--- src/rtl/in_port_fifo_if.sv ---
// Input-port bundle between the external producer / datapath and in_port_fifo.
//   master : environment side (producer drives ext_data/ext_valid, datapath
//            drives InPortIn and observes the head word and status).
//   slave  : FIFO side.
// Signals: ext_data/ext_valid/ext_ready (producer handshake), InPortIn (load
// strobe), InPortData (head word), in_empty/in_full/in_count/underflow (status).
interface in_port_fifo_if #(
  parameter int unsigned DATA_WIDTH = 32,
  parameter int unsigned DEPTH      = 4
);
  logic [DATA_WIDTH-1:0]    ext_data;
  logic                     ext_valid;
  logic                     ext_ready;
  logic                     InPortIn;
  logic [DATA_WIDTH-1:0]    InPortData;
  logic                     in_empty;
  logic                     in_full;
  logic [$clog2(DEPTH):0]   in_count;
  logic                     underflow;

  modport master (
    output ext_data, ext_valid, InPortIn,
    input  ext_ready, InPortData, in_empty, in_full, in_count, underflow
  );

  modport slave (
    input  ext_data, ext_valid, InPortIn,
    output ext_ready, InPortData, in_empty, in_full, in_count, underflow
  );
endinterface

--- src/rtl/in_port_fifo.sv ---
// Buffered input-port source for the datapath `in` instruction.
// Ports:
//   clk  - system clock, rising edge
//   clr  - synchronous active-high reset
//   bus  - in_port_fifo_if.slave: producer valid/ready push, InPortIn strobe,
//          InPortData head word, empty/full/count status, sticky underflow.
// A word is consumed on the falling side of InPortIn (release), so the head
// word stays stable for the entire time the strobe is held high.
module in_port_fifo #(
  parameter int unsigned DATA_WIDTH = 32,
  parameter int unsigned DEPTH      = 4
) (
  input  logic         clk,
  input  logic         clr,
  in_port_fifo_if.slave bus
);
  localparam int unsigned AW = $clog2(DEPTH);
  localparam int unsigned CW = AW + 1;
  localparam logic [AW:0] FULL_COUNT = CW'(DEPTH);

  logic [DATA_WIDTH-1:0] mem [DEPTH];
  logic [AW-1:0]         wr_ptr;
  logic [AW-1:0]         rd_ptr;
  logic [AW:0]           count;
  logic                  strobe_q;
  logic [DATA_WIDTH-1:0] last_q;
  logic                  underflow_q;

  logic full;
  logic empty;
  logic push;
  logic release_evt;
  logic pop;

  always_comb begin
    full        = (count == FULL_COUNT);
    empty       = (count == '0);
    push        = bus.ext_valid && !full;
    release_evt = strobe_q && !bus.InPortIn;
    pop         = release_evt && !empty;
  end

  // Storage has no reset; a push coinciding with clr is simply not written.
  always_ff @(posedge clk) begin
    if (push && !clr) begin
      mem[wr_ptr] <= bus.ext_data;
    end
  end

  always_ff @(posedge clk) begin
    if (clr) begin
      wr_ptr      <= '0;
      rd_ptr      <= '0;
      count       <= '0;
      strobe_q    <= 1'b0;
      last_q      <= '0;
      underflow_q <= 1'b0;
    end else begin
      strobe_q <= bus.InPortIn;
      if (push) begin
        wr_ptr <= wr_ptr + AW'(1);
      end
      if (pop) begin
        last_q <= mem[rd_ptr];
        rd_ptr <= rd_ptr + AW'(1);
      end
      if (release_evt && empty) begin
        underflow_q <= 1'b1;
      end
      case ({push, pop})
        2'b10:   count <= count + CW'(1);
        2'b01:   count <= count - CW'(1);
        default: count <= count;
      endcase
    end
  end

  always_comb begin
    bus.ext_ready  = !full;
    bus.in_empty   = empty;
    bus.in_full    = full;
    bus.in_count   = count;
    bus.underflow  = underflow_q;
    bus.InPortData = empty ? last_q : mem[rd_ptr];
  end
endmodule

--- src/flat_wrapper.sv ---
// flat-port wrapper written by rule: the top's interface ports become plain ports
module in_port_fifo_flat 
#(
  parameter int unsigned DATA_WIDTH = 32,
  parameter int unsigned DEPTH      = 4
)
  (clk, clr, bus_ext_data, bus_ext_valid, bus_InPortIn, bus_ext_ready, bus_InPortData, bus_in_empty, bus_in_full, bus_in_count, bus_underflow);
  in_port_fifo_if #(.DATA_WIDTH(DATA_WIDTH), .DEPTH(DEPTH)) bus_i ();
  input  logic clk;
  input  logic clr;
  input wire logic [$bits(bus_i.ext_data)-1:0] bus_ext_data;
  input wire logic [$bits(bus_i.ext_valid)-1:0] bus_ext_valid;
  input wire logic [$bits(bus_i.InPortIn)-1:0] bus_InPortIn;
  output wire logic [$bits(bus_i.ext_ready)-1:0] bus_ext_ready;
  output wire logic [$bits(bus_i.InPortData)-1:0] bus_InPortData;
  output wire logic [$bits(bus_i.in_empty)-1:0] bus_in_empty;
  output wire logic [$bits(bus_i.in_full)-1:0] bus_in_full;
  output wire logic [$bits(bus_i.in_count)-1:0] bus_in_count;
  output wire logic [$bits(bus_i.underflow)-1:0] bus_underflow;
  assign bus_i.ext_data = bus_ext_data;
  assign bus_i.ext_valid = bus_ext_valid;
  assign bus_i.InPortIn = bus_InPortIn;
  assign bus_ext_ready = bus_i.ext_ready;
  assign bus_InPortData = bus_i.InPortData;
  assign bus_in_empty = bus_i.in_empty;
  assign bus_in_full = bus_i.in_full;
  assign bus_in_count = bus_i.in_count;
  assign bus_underflow = bus_i.underflow;
  in_port_fifo #(.DATA_WIDTH(DATA_WIDTH), .DEPTH(DEPTH)) u_core (.clk(clk), .clr(clr), .bus(bus_i));
endmodule
--- config.mk ---
export PLATFORM = sky130hd
export DESIGN_NAME = in_port_fifo_flat
export DESIGN_NICKNAME = d
export VERILOG_FILES = /design/src/rtl/in_port_fifo_if.sv /design/src/rtl/in_port_fifo.sv /design/src/flat_wrapper.sv
export SDC_FILE = /design/constraint.sdc
export NUM_CORES = 1
export LEC_CHECK = 0
export BUFFER_PORTS_ARGS = -buffer_cell sky130_fd_sc_hd__buf_2
export CORE_ASPECT_RATIO = 1.75
export CORE_MARGIN = 2
export CORE_UTILIZATION = 50
export CTS_CLUSTER_DIAMETER = 80
export DETAILED_ROUTE_END_ITERATION = 7
export MAX_ROUTING_LAYER = met4
export PLACE_DENSITY_LB_ADDON = 0.25
export SLEW_MARGIN = 20
export SYNTH_ARGS = -nofsm -noshare
export SYNTH_HDL_FRONTEND = slang
export SYNTH_SLANG_ARGS = --single-unit
--- constraint.sdc ---
create_clock -name clk -period 2.2 [get_ports clk]
set_input_delay 0.22 -clock clk [delete_from_list [all_inputs] [get_ports clk]]
set_output_delay 0.22 -clock clk [all_outputs]
set_load 0.05 [all_outputs]
==> flow_summary.yaml, run 1 <==
placement:
  dp_hpwl_um: 7790
  dpl_cell_area_mm2: 0.00724
  port_buffers: 74
  gp_congestion: 0.776
  dp.cells: 580
worst_hold_path:
  hold_path.class: "in -> reg"
  min_delay_worst_endpoint: "u_core.mem[2][26]"
  worstHoldStart: "bus_ext_data[26]"
  hold_depth: 1
floorplan:
  die_height_um: 156
  core_mm2: 0.0129
  start_util_pct: 51.0
  io_pins: 75
  num_rows: 55
  dieArea_mm2: 0.0142
  dieWidth_um: 90.8
sta:
  slew_headroom_pct: 51.8
  rsz0062_at_grt: "true"
  hold_violations: 0
  period_minus_slack_ns: 2.26
  finalSetupViolations: 31
  fin_worst_skew_ns: 0.0120
  fin_ws_ns: -0.0630
  tightest_slew_ns: 0.721
  max_clock_freq_ghz: 0.442
  slew_viol_final: 0
  fin_crit_sh_pct: 103
  hold_ws_ns: 0.0191
yosys:
  synth.avg_cell_area_um2: 19.5
  synth_area_mm2: 0.00660
  ys_seq_elements: 171
  async_reset_ff_share_pct: 0
  synthDistinctLibCells: 29
  synth_edf_count: 128
  synthDominantCellAreaShare_pct: 58.3
  syn-num-nets: 381
  synth_top_cell_by_area: "edfxtp_1"
  seq_area_frac_synth_pct: 71.3
  yosysMostFrequentCell: "edfxtp_1"
  syn-instance-count: 339
  ys_warn_count: 0
  synthFlopType: "edfxtp_1"
  synth.area.top_cells: "edfxtp_1 58%, dfxtp_1 13%, mux4_2 11%"
  synthTopCellsByCount: "128 x edfxtp_1, 43 x dfxtp_1, 32 x a22o_1, 32 x mux2_2, 32 x mux4_2"
setup_path:
  rr_endpoint: "u_core.bus.in_count[2]"
  reg2reg_setup_slack_ns: 0.14
  worstPathRequired_ns: 1.98
  critPathCaptureType: "primary output"
  worstRegToRegCells: 8
  r2r_start: "u_core.bus.in_count[0]"
  worstPathArrival_ns: 2.04
  path_max_fanout: 8
  critPathKind: "reg -> out"
  worstSetupStartpointType: "flop"
pwr:
  p_sw_share_pct: 27.6
  p_leak_nw: 3.12
  power.internal_mw: 6.00
  pwr-share-seq_pct: 43.5
  ir_drop_v: 0.000505
  power_mw: 8.28
  share_comb_of_total_power_pct: 19.8
  clock_power_share_pct: 36.8
  p_switching_mw: 2.28
  power.density_mw_per_mm2: 967
run_status:
  violations: "negative setup slack"
  status: "complete, but fails checks"
global_routing:
  grt_use_total_pct: 21.5
  grt_overflow: 0
  gr-usage-met3_pct: 5.02
  grt_start_max_net_pins: 21
  antenna_found_initial: 0
  top_usage_layer: "met2"
  globalRouteMet1Util_pct: 23.9
  grt_pass1_vias: 3872
  grt_pass1_wl_um: 21600
  grt_use_met2_pct: 38.6
route:
  vias: 3496
  drtIter0Drc: 198
  drtAntennaViolNets: 0
  vias_per_cell: 5.45
  drc: 0
  wirelength_um: 14000
  dr.pass1.iters: 4
  wl_per_cell_um: 21.8
layout:
  fin_area_mm2: 0.00857
  utilization_pct: 66.2
  nNetsFinal: 499
  final_cells: 641
  diodes: 0
  drive_gt1_share_pct: 46.2
  syn_to_final_growth_pct: 29.9
  nFillCells: 905
cts:
  clock_latency_ns: 0.42
  htreeDepth: 4
  tritoncts: "done"
  clock_path_buffers: 2
  cts.sinks: 171
  cts_root_buf: "clkbuf_16"
  clkTransAtPathRegs_ns: 0.07
  cts_buffers: 17
flow_run:
  drv_cap: 0
## power by group through the flow
stage | clock network, mW | logic (mW) | registers, mW
global route | 3.22 | 1.71 | 3.61
floorplan | 0 | 0.910 | 3.68
global placement | 0 | 1.15 | 3.66
detailed placement | 0 | 1.17 | 3.66
CTS | 3.09 | 1.66 | 3.60
finish | 3.05 | 1.64 | 3.60
## logic make-up after synthesis
logic type	after synthesis	synth area share, %
adder cells (fa/ha/maj)	6	1.25
AND/OR/NAND/NOR	24	2.05
AO/OA/AOI/OAI	44	5.33
multiplexers	65	16.6
buffers and inverters	27	3.19
flip-flops	171	71.3
XOR/XNOR	2	0.266
## how the worst max path moves through the flow
stage | cells past startpoint | end | from
after floorplan | 9 | u_core.bus.in_count[2] | u_core.bus.in_count[2]
final | 4 | bus_InPortData[7] | flop
after CTS | 5 | bus_InPortData[30] | flop
after global routing | 4 | bus_InPortData[25] | flop
after detailed placement | 9 | u_core.bus.in_count[2] | u_core.bus.in_count[0]
after global placement | 9 | u_core.bus.in_count[2] | u_core.bus.in_count[0]
## registers in the layout, summed over array words and instances, names as in the netlist, named ones only
name and count:
u_core.last_q 32, u_core.wr_ptr 2, u_core.bus.in_count 3, u_core.strobe_q 1, u_core.bus.underflow 1, u_core.rd_ptr 2, u_core.mem 128
## through the flow
stage,worst slack [ns],TNS (ns)
2_1_floorplan,0.0103,0
3_3_place_gp,0.224,0
3_5_place_dp,0.150,0
4_1_cts,-0.124,-2.92
5_1_grt,-0.116,-2.63
6_report,-0.0630,-0.776
## worst max-delay path: stages, from the launching register on
cell	delay, ns
dfxtp_4	0.44
buf_8	0.19
mux4_2	0.54
mux2_4	0.29
buf_8	0.15
## routing by layer
layer | wire length, um | vias up
met5 | 0 | -
met4 | 136 | 0
met2 | 7850 | 89
met3 | 552 | 12
met1 | 5460 | 1796
li1 | - | 1599
## placed cells by master, fill, tap and decap left out, types with 7 or more instances in the layout
cell and n:
a22o_1 32, buf_12 8, buf_8 25, buf_6 8, buf_4 19, inv_6 7
a21oi_1 7, edfxtp_1 128, mux2_4 33, dfxtp_1 38, mux4_2 32, dlygate4sd3_1 15
clkbuf_16 17, inv_1 7, buf_2 42
## cell type report
| class | instances | area (um2) | area share (%) |
|---|---|---|---|
| Sequential cell | 171 | 4720 | 55.1 |
| Multi-Input combinational cell | 141 | 1850 | 21.6 |
| Timing Repair Buffer | 118 | 1160 | 13.5 |
| Clock buffer | 17 | 425 | 4.96 |
| Tap cell | 171 | 214 | 2.50 |
| Clock inverter | 15 | 173 | 2.01 |
| Inverter | 8 | 32.5 | 0.380 |
## timing repair
item,CTS,global route
gates cloned,4,0
endpoints found under the setup margin,32,32
hold buffers,15,0
endpoints found under the hold margin,55,0
resized for setup,130,4
setup buffers,9,4
Note: power is estimated with default switching activity, not from simulation.
==> run 2, diff against run 1 <==
Settings changed: GPL_TIMING_DRIVEN set to 0, SLEW_MARGIN 20 to 30.
==> flow_summary.yaml, run 2 (synthesized netlist as in run 1, its figures left out) <==
run_status:
  status: "complete, but fails checks"
  violations: "negative setup slack"
floorplan:
  dieWidth_um: 90.8
  core_mm2: 0.0129
  dieArea_mm2: 0.0142
  num_rows: 55
  io_pins: 75
  die_height_um: 156
  start_util_pct: 51.0
setup_path:
  path_max_fanout: 8
  critPathKind: "reg -> out"
  max_stage_delay_ns: 0.51
  path_depth: 5
  cpLargestDelayFamily: "multiplexers"
  worstSetupStartpointType: "flop"
  cp_cell_sequence: "buf_12 > clkbuf_16 > mux4_2 > mux2_4 > buf_8"
  worstPathArrival_ns: 2.05
  cp_slowest_cell: "mux4_2"
  worstPathRequired_ns: 1.98
  path_buf_inv: 3
  critPathCaptureType: "primary output"
  worstRegToRegCells: 10
placement:
  dp_hpwl_um: 7770
  gp_congestion: 0.776
  port_buffers: 74
flow_run:
  drv_cap: 0
pwr:
  power.density_mw_per_mm2: 958
  power_mw: 8.09
  p_leak_nw: 3.07
  clock_power_share_pct: 36.0
  ir_drop_v: 0.000537
  pwr-share-seq_pct: 44.4
  p_switching_mw: 2.24
  p_sw_share_pct: 27.6
  power.internal_mw: 5.85
  share_comb_of_total_power_pct: 19.6
layout:
  top_register: "u_core.mem"
  syn_to_final_growth_pct: 28.1
  layout_commonest_cell: "edfxtp_1"
  utilization_pct: 65.3
  largest_register_ffs: 128
  drive_gt1_share_pct: 47.8
  final_cell_mix: "128 x edfxtp_1, 44 x buf_2, 39 x dfxtp_1"
  nNetsFinal: 496
  diodes: 0
route:
  vias_per_cell: 5.49
  drtAntennaViolNets: 0
  dr.pass1.iters: 4
  wirelength_um: 13200
  vias: 3504
  drc: 0
  drtIter0Drc: 151
  wl_per_cell_um: 20.6
global_routing:
  grt_pass1_wl_um: 19500
  grt_use_total_pct: 19.5
  grt_start_max_net_pins: 33
  grt_pass1_vias: 3631
  grt_overflow: 0
  antenna_found_initial: 0
sta:
  fin_worst_skew_ns: 0.00878
  fin_crit_sh_pct: 103
  rsz0062_at_grt: "true"
  fin_ws_ns: -0.0706
  slew_viol_final: 0
  tightest_slew_ns: 0.551
  max_clock_freq_ghz: 0.440
  tns_ns: -1.22
  finalSetupViolations: 31
  period_minus_slack_ns: 2.27
  slew_headroom_pct: 63.2
  hold_violations: 0
cts:
  htreeDepth: 4
  cts_buffers: 17
  cts.sinks: 171
  clock_latency_ns: 0.42
  clock_path_buffers: 2
  clkTransAtPathRegs_ns: 0.07
  tritoncts: "done"
  cts_root_buf: "clkbuf_16"
worst_hold_path:
  hold_depth: 1
  hold_path.class: "in -> reg"
==> run 2: changes by cell type in the layout (fill, tap and decap cells not counted), sizes merged <==
cell / before / now
clkbuf: 17 / 20
clkinv: 2 / 0
inv: 17 / 16
clkinvlp: 2 / 6
bufinv: 2 / 1
buf: 103 / 109
dlygate4sd3: 15 / 3
==> run 2: worst reg2reg max path: cells and delay by family (launching register included) <==
family                     cells  cell delay [ns]
and+or+nand+nor                3             0.60
buffers and inverters          3             0.27
DFF                            1             0.36
xor gates and xnor gates       1             0.15
AOI/OAI and AO/OA              1             0.14
adders and majority gates      2             0.49
==> run 2: final cells by class <==
class / instances / area (um2)
Inverter: 8 / 32.5
Timing Repair Buffer: 97 / 852
Multi-Input combinational cell: 141 / 1830
Tap cell: 171 / 214
Clock buffer: 17 / 425
Fill cell: 925 / 4490
Sequential cell: 171 / 4720
Clock inverter: 15 / 158
Buffer: 18 / 216
==> run 2: power groups by stage <==
| stage | sequential, mW | combinational [mW] | clock, mW |
|---|---|---|---|
| 5_1_grt | 3.60 | 1.65 | 3.09 |
| 6_report | 3.59 | 1.59 | 2.91 |
| 3_3_place_gp | 3.66 | 1.20 | 0 |
| 4_1_cts | 3.59 | 1.45 | 2.95 |
| 2_1_floorplan | 3.68 | 0.910 | 0 |
| 3_5_place_dp | 3.66 | 1.22 | 0 |
==> run 2: path summary, 6_finish.rpt <==
path / start / end / slack [ns]
worst max-delay path: flop / bus_InPortData[3] / -0.07
worst min-delay path: bus_ext_data[5] / u_core.mem[0][5] / 0.02
worst max register to register: u_core.bus.in_count[0] / u_core.bus.in_count[2] / 0.12
worst min register to register: u_core.bus.underflow / u_core.bus.underflow / 0.47
==> run 2: routing by layer <==
layer	vias to the layer above	track usage (%)	routed length, um	share of wire (%)
met5	-	-	0	0
met4	0	7.36	72	0.55
met3	4	3.86	532	4.0
met2	88	34.4	7510	57
met1	1822	21.8	5040	38
li1	1590	-	-	-
==> run 2: timing repair <==
action,CTS,global route
hold endpoints to repair,5,4
pin swaps,0,2
gates cloned,1,2
hold buffers,2,1
setup buffers,1,16
endpoints found under the setup margin,30,32
gates resized for setup,90,31
==> run 2: through the flow <==
stage                     hold WS [ns]  setup slack, ns  instances  instance area, um2
final                           0.0158          -0.0706        638                8450
after global routing           0.00175           -0.118        638                8450
after CTS                      0.00230          -0.0908        620                8180
after detailed placement         0.439           0.0655        584                7250
after floorplan                  0.319           0.0103        339                6670
after global placement           0.431           0.0706        584                7250
==> run 3, diff against run 2 <==
Clock period 2.2 ns to 2.6 ns, I/O delays scaled along.
==> flow_summary.yaml, run 3 (synthesized netlist as in run 1, its figures left out) <==
setup_path:
  path_depth: 5
  cpLargestDelayFamily: "multiplexers"
  cp_common_cell: "buf_6"
  worstSetupStartpointType: "flop"
  path_max_fanout: 10
  worstRegToRegCells: 9
  path_buf_inv: 3
  reg2reg_setup_slack_ns: 0.25
  worstPathArrival_ns: 2.10
  r2r_start: "u_core.bus.in_count[0]"
  worstPathRequired_ns: 2.34
  cp_slowest_cell: "mux4_2"
  crit_end: "bus_InPortData[21]"
  cp_cell_sequence: "buf_6 > buf_6 > mux4_2 > mux2_2 > buf_2"
  critPathKind: "reg -> out"
  rr_endpoint: "u_core.bus.in_count[2]"
  critPathCaptureType: "primary output"
  max_stage_delay_ns: 0.53
sta:
  slew_viol_final: 0
  finalSetupViolations: 0
  fin_worst_skew_ns: 0.00811
  slew_headroom_pct: 38.8
  hold_ws_ns: 0.0585
  fin_ws_ns: 0.245
  fin_crit_sh_pct: 90.6
  tightest_slew_ns: 0.919
  period_minus_slack_ns: 2.36
  max_clock_freq_ghz: 0.425
  rsz0062_at_grt: "false"
  tns_ns: 0
  hold_violations: 0
cts:
  htreeDepth: 4
  cts_root_buf: "clkbuf_16"
  cts.sinks: 171
  clkTransAtPathRegs_ns: 0.06
  clock_latency_ns: 0.41
  holdBufCountCts: 0
  clock_path_buffers: 2
  cts_buffers: 17
  tritoncts: "done"
layout:
  utilization_pct: 60.1
  final_cell_mix: "128 x edfxtp_1, 77 x buf_2, 40 x dfxtp_1"
  nFillCells: 1029
  syn_to_final_growth_pct: 17.9
  multiInputGateArea_mm2: 0.00169
  top_register: "u_core.mem"
  nNetsFinal: 474
  layout_commonest_cell: "edfxtp_1"
  largest_register_ffs: 128
  diodes: 0
  regArea_mm2: 0.00471
  drive_gt1_share_pct: 44.5
  fin_area_mm2: 0.00778
pwr:
  p_leak_nw: 2.81
  p_switching_mw: 1.69
  share_comb_of_total_power_pct: 15.5
  p_sw_share_pct: 26.0
  power.density_mw_per_mm2: 836
  pwr-share-seq_pct: 46.8
  ir_drop_v: 0.000410
  clock_power_share_pct: 37.7
  power.internal_mw: 4.81
route:
  dr.pass1.iters: 4
  wl_per_cell_um: 19.2
  drc: 0
  vias: 3349
  drtAntennaViolNets: 0
  wirelength_um: 11800
  vias_per_cell: 5.44
  drtIter0Drc: 115
placement:
  dp_hpwl_um: 7500
  dpl_cell_area_mm2: 0.00719
  pre_cts_ws_ns: 0.260
  port_buffers: 74
  gp_congestion: 0.686
global_routing:
  grt_start_max_net_pins: 33
  antenna_found_initial: 0
  grt_use_total_pct: 18.4
  grt_pass1_wl_um: 18900
  grt_pass1_vias: 3645
  grt_overflow: 0
floorplan:
  io_pins: 75
  dieArea_mm2: 0.0142
  num_rows: 55
  dieWidth_um: 90.8
  die_height_um: 156
  core_mm2: 0.0129
  start_util_pct: 51.0
flow_run:
  drv_cap: 0
run_status:
  status: "completed"
worst_hold_path:
  hold_path.class: "in -> reg"
run 3: cell count changes in the layout (fill, tap and decap cells not counted), moves of 4 or more:
| cell | previous run | this run |
|---|---|---|
| buf_4 | 19 | 0 |
| mux2_2 | 1 | 32 |
| buf_12 | 4 | 0 |
| mux2_4 | 32 | 1 |
| buf_2 | 44 | 77 |
| buf_8 | 14 | 0 |
| inv_8 | 5 | 0 |
| clkinv_2 | 0 | 4 |
| buf_6 | 27 | 14 |
run 3: timing repair:
action / CTS / global route
setup buffers: 0 / 0
resized for setup: 2 / 0
endpoints found under the hold margin: 0 / 0
setup endpoints to repair: 12 / 0
run 3: worst min-delay path by stage:
stage	cells after the start	to	slack, ns	start
2_1_floorplan	0	u_core.mem[0][0]	0.36	bus_ext_data[0]
3_3_place_gp	1	u_core.last_q[10]	0.46	u_core.last_q[10]
3_5_place_dp	2	u_core.bus.underflow	0.46	u_core.bus.underflow
4_1_cts	1	u_core.mem[3][16]	0.04	bus_ext_data[16]
5_1_grt	1	u_core.mem[3][19]	0.05	bus_ext_data[19]
6_report	1	u_core.mem[3][16]	0.06	bus_ext_data[16]
run 3: metrics by stage:
step           total power, mW  std cells
3_5_place_dp              4.12        584
4_1_cts                   6.56        616
6_report                  6.50        616
3_3_place_gp              4.10        584
5_1_grt                   6.72        616
2_1_floorplan             3.88        339
run 3: area by class of cell:
cell class                 instances  area share [%]
clock buffer                      21            5.92
inverter                           8           0.418
multi-input combinational        141            21.7
tap                              171            2.75
clock inverter                    11            1.54
timing repair buffer              74            4.76
sequential                       171            60.5
buffer                            19            2.33
run 3: power by group through the flow:
stage | sequential [mW] | combinational, mW | clock (mW)
floorplan | 3.12 | 0.761 | 0
global placement | 3.10 | 1.01 | 0
detailed placement | 3.10 | 1.02 | 0
CTS | 3.04 | 1.02 | 2.50
global route | 3.05 | 1.07 | 2.60
finish | 3.04 | 1.01 | 2.45
run 3: routing by layer:
layer	GRT usage (%)	part of all wire, %	vias up
li1	-	-	1544
met1	19.9	38	1714
met2	33.3	56	82
met3	4.73	4.4	9
met4	5.56	1.2	0
met5	-	0	-
run 3: worst reg2reg max path: stages, from the launching register on:
cell	delay [ns]
dfxtp_2	0.34
or3b_2	0.46
clkbuf_2	0.15
nand2_1	0.08
ha_1	0.19
inv_1	0.06
fa_1	0.38
xor2_1	0.16
or3_1	0.31
a21oi_1	0.15
